[src/rtl/cpu_mem_bridge_if.sv]
// CPU-side SRAM-style inst/data ports and the single-outstanding memory bus.
// On sram_if the core is master; on mem_bus_if the bridge is master.
interface sram_if #(parameter int ADDR_W = 32);
  logic              inst_en;
  logic [ADDR_W-1:0] inst_addr;
  logic [31:0]       inst_rdata;
  logic              i_stall;
  logic              data_en;
  logic [ADDR_W-1:0] data_addr;
  logic [3:0]        data_wen;
  logic [31:0]       data_wdata;
  logic [31:0]       data_rdata;
  logic              d_stall;
  logic              longest_stall;

  modport master (output inst_en, inst_addr, data_en, data_addr, data_wen, data_wdata, longest_stall,
                  input  inst_rdata, i_stall, data_rdata, d_stall);
  modport slave  (input  inst_en, inst_addr, data_en, data_addr, data_wen, data_wdata, longest_stall,
                  output inst_rdata, i_stall, data_rdata, d_stall);
endinterface

interface mem_bus_if #(parameter int ADDR_W = 32);
  logic              req;
  logic              wr;
  logic [3:0]        wstrb;
  logic [ADDR_W-1:0] addr;
  logic [31:0]       wdata;
  logic              addr_ok;
  logic              data_ok;
  logic [31:0]       rdata;

  modport master (output req, wr, wstrb, addr, wdata, input  addr_ok, data_ok, rdata);
  modport slave  (input  req, wr, wstrb, addr, wdata, output addr_ok, data_ok, rdata);
endinterface

[src/rtl/cpu_mem_bridge.sv]
// Arbitrates the core's inst/data ports onto one single-outstanding memory bus
// and holds each finished result until the whole pipeline advances.
module cpu_mem_bridge #(
  parameter int ADDR_W    = 32,
  parameter bit DATA_PRIO = 1'b1
) (
  input  logic     clk,
  input  logic     rst,
  sram_if.slave    cpu,
  mem_bus_if.master mem
);

  typedef enum logic [2:0] {IDLE, I_ADDR, I_DATA, D_ADDR, D_DATA} state_t;

  state_t            state;
  logic              instDone, dataDone;
  logic [31:0]       instRdata, dataRdata;
  logic              memReq, memWr;
  logic [3:0]        memStrb;
  logic [ADDR_W-1:0] memAddr;
  logic [31:0]       memWdata;

  logic instPend, dataPend, pickData;

  assign instPend = cpu.inst_en & ~instDone;
  assign dataPend = cpu.data_en & ~dataDone;
  assign pickData = dataPend & (DATA_PRIO | ~instPend);

  assign cpu.i_stall    = instPend;
  assign cpu.d_stall    = dataPend;
  assign cpu.inst_rdata = instRdata;
  assign cpu.data_rdata = dataRdata;

  assign mem.req   = memReq;
  assign mem.wr    = memWr;
  assign mem.wstrb = memStrb;
  assign mem.addr  = memAddr;
  assign mem.wdata = memWdata;

  always_ff @(posedge clk) begin
    if (rst) begin
      state     <= IDLE;
      instDone  <= 1'b0;
      dataDone  <= 1'b0;
      instRdata <= '0;
      dataRdata <= '0;
      memReq    <= 1'b0;
      memWr     <= 1'b0;
      memStrb   <= '0;
      memAddr   <= '0;
      memWdata  <= '0;
    end else begin
      // Done flags drop only when the whole core advances; a set below overrides.
      if (!cpu.longest_stall) begin
        instDone <= 1'b0;
        dataDone <= 1'b0;
      end
      case (state)
        IDLE: begin
          if (pickData) begin
            state    <= D_ADDR;
            memReq   <= 1'b1;
            memWr    <= |cpu.data_wen;
            memStrb  <= cpu.data_wen;
            memAddr  <= cpu.data_addr;
            memWdata <= cpu.data_wdata;
          end else if (instPend) begin
            state    <= I_ADDR;
            memReq   <= 1'b1;
            memWr    <= 1'b0;
            memStrb  <= '0;
            memAddr  <= cpu.inst_addr;
            memWdata <= '0;
          end
        end
        I_ADDR: if (mem.addr_ok) begin
          memReq <= 1'b0;
          state  <= I_DATA;
        end
        D_ADDR: if (mem.addr_ok) begin
          memReq <= 1'b0;
          state  <= D_DATA;
        end
        I_DATA: if (mem.data_ok) begin
          instDone  <= 1'b1;
          instRdata <= mem.rdata;
          state     <= IDLE;
        end
        D_DATA: if (mem.data_ok) begin
          dataDone <= 1'b1;
          if (!memWr) dataRdata <= mem.rdata;
          state <= IDLE;
        end
        default: state <= IDLE;
      endcase
    end
  end

endmodule

[src/flat_wrapper.sv]
// flat-port wrapper written by rule: the top's interface ports become plain ports
module cpu_mem_bridge_flat 
#(
  parameter int ADDR_W    = 32,
  parameter bit DATA_PRIO = 1'b1
)
  (clk, rst, cpu_inst_en, cpu_inst_addr, cpu_data_en, cpu_data_addr, cpu_data_wen, cpu_data_wdata, cpu_longest_stall, cpu_inst_rdata, cpu_i_stall, cpu_data_rdata, cpu_d_stall, mem_req, mem_wr, mem_wstrb, mem_addr, mem_wdata, mem_addr_ok, mem_data_ok, mem_rdata);
  sram_if #(.ADDR_W(ADDR_W)) cpu_i ();
  mem_bus_if #(.ADDR_W(ADDR_W)) mem_i ();
  input  logic clk;
  input  logic rst;
  input wire logic [$bits(cpu_i.inst_en)-1:0] cpu_inst_en;
  input wire logic [$bits(cpu_i.inst_addr)-1:0] cpu_inst_addr;
  input wire logic [$bits(cpu_i.data_en)-1:0] cpu_data_en;
  input wire logic [$bits(cpu_i.data_addr)-1:0] cpu_data_addr;
  input wire logic [$bits(cpu_i.data_wen)-1:0] cpu_data_wen;
  input wire logic [$bits(cpu_i.data_wdata)-1:0] cpu_data_wdata;
  input wire logic [$bits(cpu_i.longest_stall)-1:0] cpu_longest_stall;
  output wire logic [$bits(cpu_i.inst_rdata)-1:0] cpu_inst_rdata;
  output wire logic [$bits(cpu_i.i_stall)-1:0] cpu_i_stall;
  output wire logic [$bits(cpu_i.data_rdata)-1:0] cpu_data_rdata;
  output wire logic [$bits(cpu_i.d_stall)-1:0] cpu_d_stall;
  output wire logic [$bits(mem_i.req)-1:0] mem_req;
  output wire logic [$bits(mem_i.wr)-1:0] mem_wr;
  output wire logic [$bits(mem_i.wstrb)-1:0] mem_wstrb;
  output wire logic [$bits(mem_i.addr)-1:0] mem_addr;
  output wire logic [$bits(mem_i.wdata)-1:0] mem_wdata;
  input wire logic [$bits(mem_i.addr_ok)-1:0] mem_addr_ok;
  input wire logic [$bits(mem_i.data_ok)-1:0] mem_data_ok;
  input wire logic [$bits(mem_i.rdata)-1:0] mem_rdata;
  assign cpu_i.inst_en = cpu_inst_en;
  assign cpu_i.inst_addr = cpu_inst_addr;
  assign cpu_i.data_en = cpu_data_en;
  assign cpu_i.data_addr = cpu_data_addr;
  assign cpu_i.data_wen = cpu_data_wen;
  assign cpu_i.data_wdata = cpu_data_wdata;
  assign cpu_i.longest_stall = cpu_longest_stall;
  assign cpu_inst_rdata = cpu_i.inst_rdata;
  assign cpu_i_stall = cpu_i.i_stall;
  assign cpu_data_rdata = cpu_i.data_rdata;
  assign cpu_d_stall = cpu_i.d_stall;
  assign mem_req = mem_i.req;
  assign mem_wr = mem_i.wr;
  assign mem_wstrb = mem_i.wstrb;
  assign mem_addr = mem_i.addr;
  assign mem_wdata = mem_i.wdata;
  assign mem_i.addr_ok = mem_addr_ok;
  assign mem_i.data_ok = mem_data_ok;
  assign mem_i.rdata = mem_rdata;
  cpu_mem_bridge #(.ADDR_W(ADDR_W), .DATA_PRIO(DATA_PRIO)) u_core (.clk(clk), .rst(rst), .cpu(cpu_i), .mem(mem_i));
endmodule
[config.mk]
export PLATFORM = sky130hd
export DESIGN_NAME = cpu_mem_bridge_flat
export DESIGN_NICKNAME = d
export VERILOG_FILES = /design/src/rtl/cpu_mem_bridge_if.sv /design/src/rtl/cpu_mem_bridge.sv /design/src/flat_wrapper.sv
export SDC_FILE = /design/constraint.sdc
export NUM_CORES = 1
export LEC_CHECK = 0
export ABC_AREA = 1
export CORE_ASPECT_RATIO = 1.1
export CORE_MARGIN = 5
export CORE_UTILIZATION = 42
export CTS_BUF_LIST = sky130_fd_sc_hd__clkbuf_4 sky130_fd_sc_hd__clkbuf_8
export CTS_CLUSTER_SIZE = 16
export DETAILED_ROUTE_END_ITERATION = 10
export GPL_TIMING_DRIVEN = 1
export PLACE_DENSITY_LB_ADDON = 0.08
export SKIP_LAST_GASP = 1
export SLEW_MARGIN = 20
export SYNTH_ARGS = -nofsm -noshare
export SYNTH_HDL_FRONTEND = slang
export SYNTH_SLANG_ARGS = --single-unit
[constraint.sdc]
create_clock -name clk -period 3.9 [get_ports clk]
set_clock_uncertainty 0.1 [all_clocks]
set_input_delay 0.78 -clock clk [delete_from_list [all_inputs] [get_ports clk]]
set_output_delay 0.78 -clock clk [all_outputs]
set_load 0.05 [all_outputs]
==> metrics.csv <==
stage;metric;value;unit
yosys;synth_top_cell_by_area;dfxtp_1;
place;place_congestion;0.807;
global_route;use_met1;25.5;%
cts;cts_tree;done;
cts;clk_latency;0.44;ns
critical_path;start_kind;input pin;
cts;post-cts-setup-buffer-count;0;
detailed_routing;antenna_left;0;
yosys;avgSynthCellArea;7.26;um^2
global_route;overflow;0;
global_route;grt.total_usage;22.2;%
critical_path;critical_path.top_delay_family;buffers and inverters;
critical_path;r2r_cells;6;
timing;fin_setup_tns;0;ns
yosys;synth_fp_nets;876;
global_route;met2_usage;36.5;%
min_path;hp-class;reg2reg;
job;max_cap_viol_count;0;
yosys;ys.warnings.count;0;
global_route;grt_pass1_vias;5283;
detailed_routing;num_vias;5568;
floorplanning;die_area;15100;um^2
global_route;met3_usage;9.27;%
global_route;grt_max_degree;42;
timing;slew_viol_final;0;
cts;cts.sinks;139;
final_layout;n_antenna_cell;0;
critical_path;path_max_fanout;2;
timing;hold_viol_final;0;
pwr;ir_drop;0.448;mV
detailed_routing;first_pass_iters;4;
cts;numCtsBuffers;17;
cts;clk_path_buf_depth;2;
pwr;p_per_area;762;nW/um^2
timing;relSlewSlack;33.6;%
final_layout;finalNetCount;1130;
cts;hold_buffers;0;
floorplanning;io_pins;275;
critical_path;crit_buf_inv;3;
place;io_buffer_count;274;
critical_path;worstPathCellList;clkdlybuf4s50_1, nand2_1, inv_1, clkdlybuf4s50_1;
final_layout;drive_gt1_share;5.38;%
floorplanning;rows;43;
yosys;synth_top_area_share;52.0;%
detailed_routing;viasPerCell;4.80;
critical_path;cpMostUsedCell;clkdlybuf4s50_1;
min_path;hold_start;u_core.mem.wdata[26]$_SDFFE_PP0P_;
final_layout;final_common_cell;clkdlybuf4s50_1;
yosys;yosysSeqAreaShare;52.0;%
timing;rsz0062_at_grt;false;
global_route;antenna_found_initial;0;
critical_path;critical_path.max_stage_delay;0.79;ns
place;pre_cts_ws;0.870;ns
critical_path;path_class;in2out;
detailed_routing;routed_wl;17400;um
detailed_routing;wl_per_cell;15.0;um
min_path;min_path_cells;2;
timing;setup_slack;0.873;ns
critical_path;cp.required;3.02;ns
timing;fmax;330;MHz
yosys;synthCells;737;
timing;fin_crit_sh;77.6;%
min_path;min_to;u_core.mem.wdata[26]$_SDFFE_PP0P_;
timing;setup-violations-final;0;
cts;htreeDepth;4;
final_layout;area_growth;60.3;%
cts;cts.clk_slew.worst_paths;0.07;ns
final_layout;final_util;68.4;%
critical_path;cpMaxStageDelayCell;clkdlybuf4s50_1;
global_route;grt_pass1_wl;27100;um
detailed_routing;drt_iter0_markers;374;
floorplanning;die_h;128;um
yosys;netlist_top_cells_area;dfxtp_1, nand2_1, nor2_1, o21ai_0, a21oi_1;
cts;cts-root-buf;clkbuf_8;
yosys;ys_seq_elements;139;
place;hpwl;12100;um
global_route;grt_busiest_layer;met2;
yosys;syn_area;5350;um^2
timing;period_minus_slack;3.03;ns
cts;post_cts_resized;0;
timing;fin_hold_ws;0.364;ns
detailed_routing;post-route-drc-count;0;
final_layout;final_cell_mix;clkdlybuf4s50_1, nand2_1, nor2_1;
pwr;cellLeakagePower;3.43;nW
critical_path;r2r_start;u_core.state[2]$_SDFFE_PP0P_;
critical_path;worstSetupEndpointType;output port;
floorplanning;die_x;118;um
critical_path;r2r_end;u_core.mem.wstrb[2]$_SDFFE_PP0P_;
critical_path;rrSetupSlack;1.58;ns
status;status;completed;
critical_path;crit_arrival;2.15;ns
yosys;ys_types;20;
timing;worst_pin_slew;0.989;ns
floorplanning;coreArea;12500;um^2
floorplanning;start_util;42.7;%
worst max path at each step:
stage           startpoint           to  slack (ns)  depth (start not counted)
5_1_grt        cpu_inst_en  cpu_i_stall        0.85                          4
3_3_place_gp   cpu_inst_en  cpu_i_stall        0.88                          4
4_1_cts        cpu_inst_en  cpu_i_stall        0.87                          4
6_report       cpu_inst_en  cpu_i_stall        0.87                          4
2_1_floorplan  cpu_data_en  cpu_d_stall        1.67                          3
3_5_place_dp   cpu_inst_en  cpu_i_stall        0.87                          4
metal layers:
| metal | vias to the layer above | wire length [um] |
|---|---|---|
| met5 | - | 0 |
| met4 | 0 | 544 |
| li1 | 2860 | - |
| met1 | 2467 | 7040 |
| met3 | 38 | 1590 |
| met2 | 203 | 8250 |
cell type report:
type / instances / area (um^2)
Tap cell: 157 / 196
Clock buffer: 23 / 317
Sequential cell: 139 / 2780
Multi-Input combinational cell: 534 / 2280
Clock inverter: 9 / 110
Timing Repair Buffer: 286 / 2840
Fill cell: 1097 / 3960
Inverter: 13 / 48.8
worst min-delay path, cell delays in order, from the launching register on:
cell and delay [ns]:
dfxtp_1 0.31, nand2_1 0.06, a21oi_1 0.05
state kept, by name (all words and copies together) (netlist names):
| signal | cells |
|---|---|
| u_core.mem.wr | 1 |
| u_core.mem.wdata | 32 |
| u_core.cpu.inst_rdata | 32 |
| u_core.mem.wstrb | 4 |
| u_core.cpu.data_rdata | 32 |
| u_core.instDone | 1 |
| u_core.mem.addr | 32 |
| u_core.state | 3 |
| u_core.mem.req | 1 |
| u_core.dataDone | 1 |
report_power, final:
group / internal, mW / leakage, nW / switching [mW]
clock network: 0.670 / 0.210 / 0.546
registers: 1.80 / 1.14 / 0.213
logic: 1.07 / 2.08 / 2.24
stage by stage:
stage	instance area, um^2	instances	total power, mW
4_1_cts	8580	1161	6.59
3_3_place_gp	8150	1129	5.33
3_5_place_dp	8150	1129	5.37
2_1_floorplan	5350	737	4.26
6_report	8580	1161	6.54
5_1_grt	8580	1161	6.90
synth_stat cells, drive strengths merged:
cell type and instances:
nand3 3, nor4 1, a21oi 73, nor2 167, nor3 4, dfxtp 139
nand3b 1, a211oi 1, buf 16, inv 13, clkbuf 35, nand2 187
o21ai 97
cell families (layout without fill, tap and decap cells):
kind of cell	count (synthesis)	after routing	share of synthesized area, %
and+or+nand+nor	363	363	26.6
AOI/OAI and AO/OA	171	171	16.0
buffers and inverters	64	331	5.40
DFF	139	139	52.0
(Power assumes the default switching activity.)
